**config.mk**
```make
export PLATFORM = sky130hd
export DESIGN_NAME = card_deal_sequencer
export DESIGN_NICKNAME = d
export VERILOG_FILES = /design/src/rtl/card_deal_sequencer.sv
export SDC_FILE = /design/constraint.sdc
export NUM_CORES = 1
export LEC_CHECK = 0
export BUFFER_PORTS_ARGS = -buffer_cell sky130_fd_sc_hd__buf_2
export CAP_MARGIN = 10
export CORE_MARGIN = 2
export CORE_UTILIZATION = 50
export DETAILED_ROUTE_END_ITERATION = 16
export PLACE_DENSITY = 0.84
export SYNTH_ARGS = -nofsm -noshare
export SYNTH_HDL_FRONTEND = slang
export SYNTH_SLANG_ARGS = --single-unit
```
**constraint.sdc**
```tcl
create_clock -name clk -period 6.05 [get_ports clk]
set_clock_uncertainty 0.15 [all_clocks]
set_input_delay 0.3025 -clock clk [delete_from_list [all_inputs] [get_ports clk]]
set_output_delay 0.3025 -clock clk [all_outputs]
set_load 0.05 [all_outputs]
```
**src/rtl/card_deal_sequencer.sv**
```systemverilog
// Draws cards from card_rng and routes them to the player or dealer hand.
// Shoe tracking (rank counts, cards_left, reshuffle) is enabled by DEAL_SHOE_TRACK_EN.
module card_deal_sequencer #(
  parameter int SETTLE_CYCLES    = 4,
  parameter int RESHUFFLE_THRESH = 12
)(
  input  logic       clk,
  input  logic       rst,
  input  logic [3:0] rng_value,
  input  logic       deal_start,
  input  logic       player_hit,
  input  logic       dealer_hit,
  input  logic       shuffle,
  output logic       busy,
  output logic       card_valid,
  output logic       card_to_dealer,
  output logic [3:0] card_rank,
  output logic [3:0] card_points,
  output logic       card_is_ace,
  output logic       hole_card,
  output logic       deal_done,
  output logic       reshuffled,
  output logic [5:0] cards_left
);

  typedef enum logic [1:0] {S_IDLE, S_SETTLE, S_DRAW, S_EMIT} state_e;

  localparam logic [7:0] SETTLE_LOAD = 8'(SETTLE_CYCLES - 1);

  state_e     state_q, state_d;
  logic [7:0] cnt_q, cnt_d;
  logic [1:0] idx_q, idx_d;
  logic       deal_q, deal_d;
  logic       dest_q, dest_d;
  logic [3:0] rank_q, rank_d;
  logic [3:0] pts_q, pts_d;
  logic       ace_q, ace_d;
  logic       todlr_q, todlr_d;

  logic       legal_w, take_w, reshuf_w;
  logic       shuf_req_w, thr_low_w, empty_w;

  assign legal_w = (rng_value >= 4'd1) && (rng_value <= 4'd13);

`ifdef DEAL_SHOE_TRACK_EN
  logic [12:0][2:0] rcnt_q, rcnt_d;
  logic [5:0]       left_q, left_d;
  logic [2:0]       sel_cnt;

  always_comb begin
    sel_cnt = 3'd0;
    for (int i = 0; i < 13; i++)
      if (rng_value == 4'(i + 1)) sel_cnt = rcnt_q[i];
  end

  assign take_w     = legal_w && (sel_cnt != 3'd4);
  assign shuf_req_w = shuffle;
  assign thr_low_w  = int'(left_q) < RESHUFFLE_THRESH;
  assign empty_w    = (left_q == 6'd0);

  always_comb begin
    rcnt_d = rcnt_q;
    left_d = left_q;
    if (reshuf_w) begin
      rcnt_d = '0;
      left_d = 6'd52;
    end else if (state_q == S_DRAW && take_w) begin
      for (int i = 0; i < 13; i++)
        if (rng_value == 4'(i + 1) && rcnt_q[i] != 3'd4) rcnt_d[i] = rcnt_q[i] + 3'd1;
      left_d = left_q - 6'd1;
    end
  end

  always_ff @(posedge clk) begin
    if (rst) begin
      rcnt_q <= '0;
      left_q <= 6'd52;
    end else begin
      rcnt_q <= rcnt_d;
      left_q <= left_d;
    end
  end

  assign cards_left = left_q;
`else
  // Infinite deck: every legal rank is always available and the shoe never empties.
  logic unused_shuffle;
  assign unused_shuffle = shuffle ^ (RESHUFFLE_THRESH == 0);
  assign take_w     = legal_w;
  assign shuf_req_w = 1'b0;
  assign thr_low_w  = 1'b0;
  assign empty_w    = 1'b0;
  assign cards_left = 6'd52;
`endif

  always_ff @(posedge clk) begin
    if (rst) begin
      state_q <= S_IDLE;
      cnt_q   <= '0;
      idx_q   <= '0;
      deal_q  <= 1'b0;
      dest_q  <= 1'b0;
      rank_q  <= '0;
      pts_q   <= '0;
      ace_q   <= 1'b0;
      todlr_q <= 1'b0;
    end else begin
      state_q <= state_d;
      cnt_q   <= cnt_d;
      idx_q   <= idx_d;
      deal_q  <= deal_d;
      dest_q  <= dest_d;
      rank_q  <= rank_d;
      pts_q   <= pts_d;
      ace_q   <= ace_d;
      todlr_q <= todlr_d;
    end
  end

  always_comb begin
    state_d  = state_q;
    cnt_d    = cnt_q;
    idx_d    = idx_q;
    deal_d   = deal_q;
    dest_d   = dest_q;
    rank_d   = rank_q;
    pts_d    = pts_q;
    ace_d    = ace_q;
    todlr_d  = todlr_q;
    reshuf_w = 1'b0;
    unique case (state_q)
      S_IDLE: begin
        if (shuf_req_w) begin
          reshuf_w = 1'b1;
        end else if (deal_start) begin
          reshuf_w = thr_low_w;
          deal_d   = 1'b1;
          idx_d    = 2'd0;
          cnt_d    = SETTLE_LOAD;
          state_d  = S_SETTLE;
        end else if (player_hit || dealer_hit) begin
          reshuf_w = empty_w;
          deal_d   = 1'b0;
          dest_d   = !player_hit;
          cnt_d    = SETTLE_LOAD;
          state_d  = S_SETTLE;
        end
      end
      S_SETTLE: begin
        if (cnt_q == 8'd0) state_d = S_DRAW;
        else               cnt_d   = cnt_q - 8'd1;
      end
      S_DRAW: begin
        if (take_w) begin
          rank_d  = rng_value;
          pts_d   = (rng_value > 4'd10) ? 4'd10 : rng_value;
          ace_d   = (rng_value == 4'd1);
          todlr_d = deal_q ? idx_q[0] : dest_q;
          state_d = S_EMIT;
        end
      end
      S_EMIT: begin
        if (deal_q && idx_q != 2'd3) begin
          idx_d   = idx_q + 2'd1;
          cnt_d   = SETTLE_LOAD;
          state_d = S_SETTLE;
        end else begin
          state_d = S_IDLE;
        end
      end
      default: state_d = S_IDLE;
    endcase
  end

  always_comb begin
    busy       = (state_q != S_IDLE);
    card_valid = (state_q == S_EMIT);
    hole_card  = card_valid && deal_q && (idx_q == 2'd3);
    deal_done  = hole_card;
    reshuffled = reshuf_w;
  end

  assign card_to_dealer = todlr_q;
  assign card_rank      = rank_q;
  assign card_points    = pts_q;
  assign card_is_ace    = ace_q;

endmodule

```
==> impl_metrics.toml <==
[setup_path]
worst-path-buf-inv = 1
start_kind = "flip-flop"
cp.arrival_ns = 2.45
cp_data_required_time_ns = 6.16
cpMaxStageDelayCell = "or4_1"
critPathMaxFanout = 14
cpPeakStageDelay_ns = 0.55
crit_chain = "inv_1 -> ha_1 -> nor4b_4 -> a211o_1 -> or4_1 -> a21oi_1"
end_kind = "flip-flop"
critPathKind = "flip-flop to flip-flop"
crit_family = "simple AND/OR/NAND/NOR gates"

[cts]
path_clk_slew_ns = 0.14
holdBufCountCts = 0
cts-root-buf = "clkbuf_4"
cts_buffers = 3
insertion_delay_ns = 0.32
tritoncts = "yes"
cts.sinks = 24
cts_setup_buffers = 0
cts.htree.levels = 1
cts_buffer_depth = 2
cts_resized = 0

[route]
drt-vias-per-instance = 5.631
wl_per_cell_um = 12.69
drtPass1Iterations = 4
drt-total-wl_um = 2614
route.detailed.drc = 0
ant_nets = 0
num_vias = 1160
drt-initial-drc-count = 31

[logic_synthesis]
yosys-top-cells-count = "24 x dfxtp_1, 20 x a21oi_1, 11 x nand2_1"
synth_flop_cell = "dfxtp_1"
ys_types = 37
netlist_area_mm2 = 0.001355
syn_area_per_cell_um2 = 8.522
synth_edf_count = 0
ys_ff_latch = 24
yosysTopAreaCellShare_pct = 35.46
synth_warnings = 0
yosysSeqAreaShare_pct = 35.46
synth_area_leaders = "dfxtp_1 35%, a21oi_1 7.4%, ha_1 7.4%, buf_4 4.4%, or4_1 4.4%"
synthCells = 159
async_flop_share_pct = 0
yosysMostFrequentCell = "dfxtp_1"
synth_top_area_cell = "dfxtp_1"

[sta]
finalSetupTns_ns = 0
fin_crit_sh_pct = 38.56
setup_viol = 0
rsz0062_at_grt = "false"
max_freq_mhz = 428.6
drv_slew = 0
timing.hold.ws_ns = 0.07049
period_minus_slack_ns = 2.333
hold_viol_final = 0

[global_route]
grt_overflow = 0
grt_pass1_vias = 1040
grt_start_max_net_pins = 23
antenna_found_initial = 0
grt_pass1_wl_um = 4554
grt_use_total_pct = 17.63

[floorplan]
core_area_mm2 = 0.002522
start_util_pct = 53.72
ios = 31
die_y_um = 56.06
die_x_um = 56.06
dieArea_mm2 = 0.003143
std_cell_rows = 18

[placement]
io_buffer_count = 22
gp_congestion = 0.7202
dpl.hpwl_um = 1957

[power_and_ir_drop]
power.leakage_nw = 0.6476
ir_drop_mv = 0.3990
p_per_area_mw_per_mm2 = 463.4

[cells_and_area]
n_fill_cell = 241
drive_above_1_share_pct = 18.75
areaGrowthSynthToFinish_pct = 8.310
n_antenna_cell = 0
nNetsFinal = 195

[hold_path]
hp-class = "input port to flip-flop"

[job]
max_cap_violations = 0

[outcome]
status = "finished, final reports clean"
==> path summary, 6_finish.rpt <==
check,start,endpoint,slack [ns],depth (start not counted)
worst max-delay path,state_q[1],cnt_q[4],3.72,6
worst min-delay path,player_hit,dest_q,0.07,2
worst max register to register,state_q[1],cnt_q[4],3.72,6
worst min register to register,card_points[2],card_points[2],0.30,2
==> power breakdown <==
| part | switching (mW) | internal, mW | leakage [nW] | total (mW) |
|---|---|---|---|---|
| sequential | 0.0351 | 0.194 | 0.196 | 0.229 |
| combinational | 0.232 | 0.132 | 0.431 | 0.364 |
| clock | 0.0502 | 0.0368 | 0.0210 | 0.0870 |
| total | 0.317 | 0.363 | 0.648 | 0.680 |
==> cell families after synthesis <==
logic type               Yosys count  share of synthesized area, %
AND/OR/NAND/NOR                   58                         25.39
AO/OA/AOI/OAI                     43                         19.85
multiplexers                       4                         3.047
flip-flops                        24                         35.46
adder cells (fa/ha/maj)            8                         7.387
other                              2                        0.5542
buffers and inverters             20                         8.310
==> sequential cells by signal, indices dropped and copies added (netlist names) <==
signal and count:
card_is_ace 1, card_points 4, card_rank 4, card_to_dealer 1, cnt_q 8, deal_q 1
dest_q 1, idx_q 2, state_q 2
==> per-layer routing <==
| layer | global-route usage (%) | vias up | share of wire, % |
|---|---|---|---|
| met5 | 0 | - | 0 |
| met2 | 32.10 | 17 | 51 |
| met1 | 20.68 | 542 | 45 |
| met4 | 3.741 | 0 | 0.38 |
| li1 | - | 599 | - |
| met3 | 4.419 | 2 | 3.6 |
==> through the flow <==
| stage | worst slack (ns) | area, µm² | power, mW | std cells | util [%] |
|---|---|---|---|---|---|
| detailed placement | 3.774 | 1431 | 0.5970 | 202 | 56.75 |
| floorplan | 3.857 | 1374 | 0.5339 | 164 | - |
| global route | 3.574 | 1468 | 0.7386 | 206 | 58.18 |
| global placement | 3.880 | 1431 | 0.5718 | 202 | 56.75 |
| finish | 3.717 | 1468 | 0.6801 | 206 | 58.18 |
| CTS | 3.731 | 1468 | 0.6837 | 206 | 58.18 |
==> cell usage in the layout (no fill, tap or decap), types with 3 or more instances in the layout <==
cell type | synthesis | routed
o31ai_1 | 6 | 6
nor3_1 | 5 | 5
mux2i_1 | 3 | 3
ha_1 | 8 | 8
nand2_1 | 11 | 11
or4_1 | 8 | 8
nand2b_1 | 3 | 3
nand3_1 | 10 | 10
buf_2 | 0 | 22
clkbuf_4 | 0 | 3
a21oi_1 | 20 | 20
o21ai_0 | 5 | 5
conb_1 | 2 | 7
dfxtp_1 | 24 | 24
inv_1 | 6 | 6
nor2_1 | 9 | 9
==> cell type report <==
class	count	area, µm²	area share [%]
Multi-Input combinational cell	120	780.7	53.20
Sequential cell	24	480.5	32.74
Timing Repair Buffer	22	110.1	7.502
Tap cell	30	37.54	2.558
Clock buffer	4	36.28	2.472
Inverter	6	22.52	1.535
Note: power is estimated with default switching activity, not from simulation.
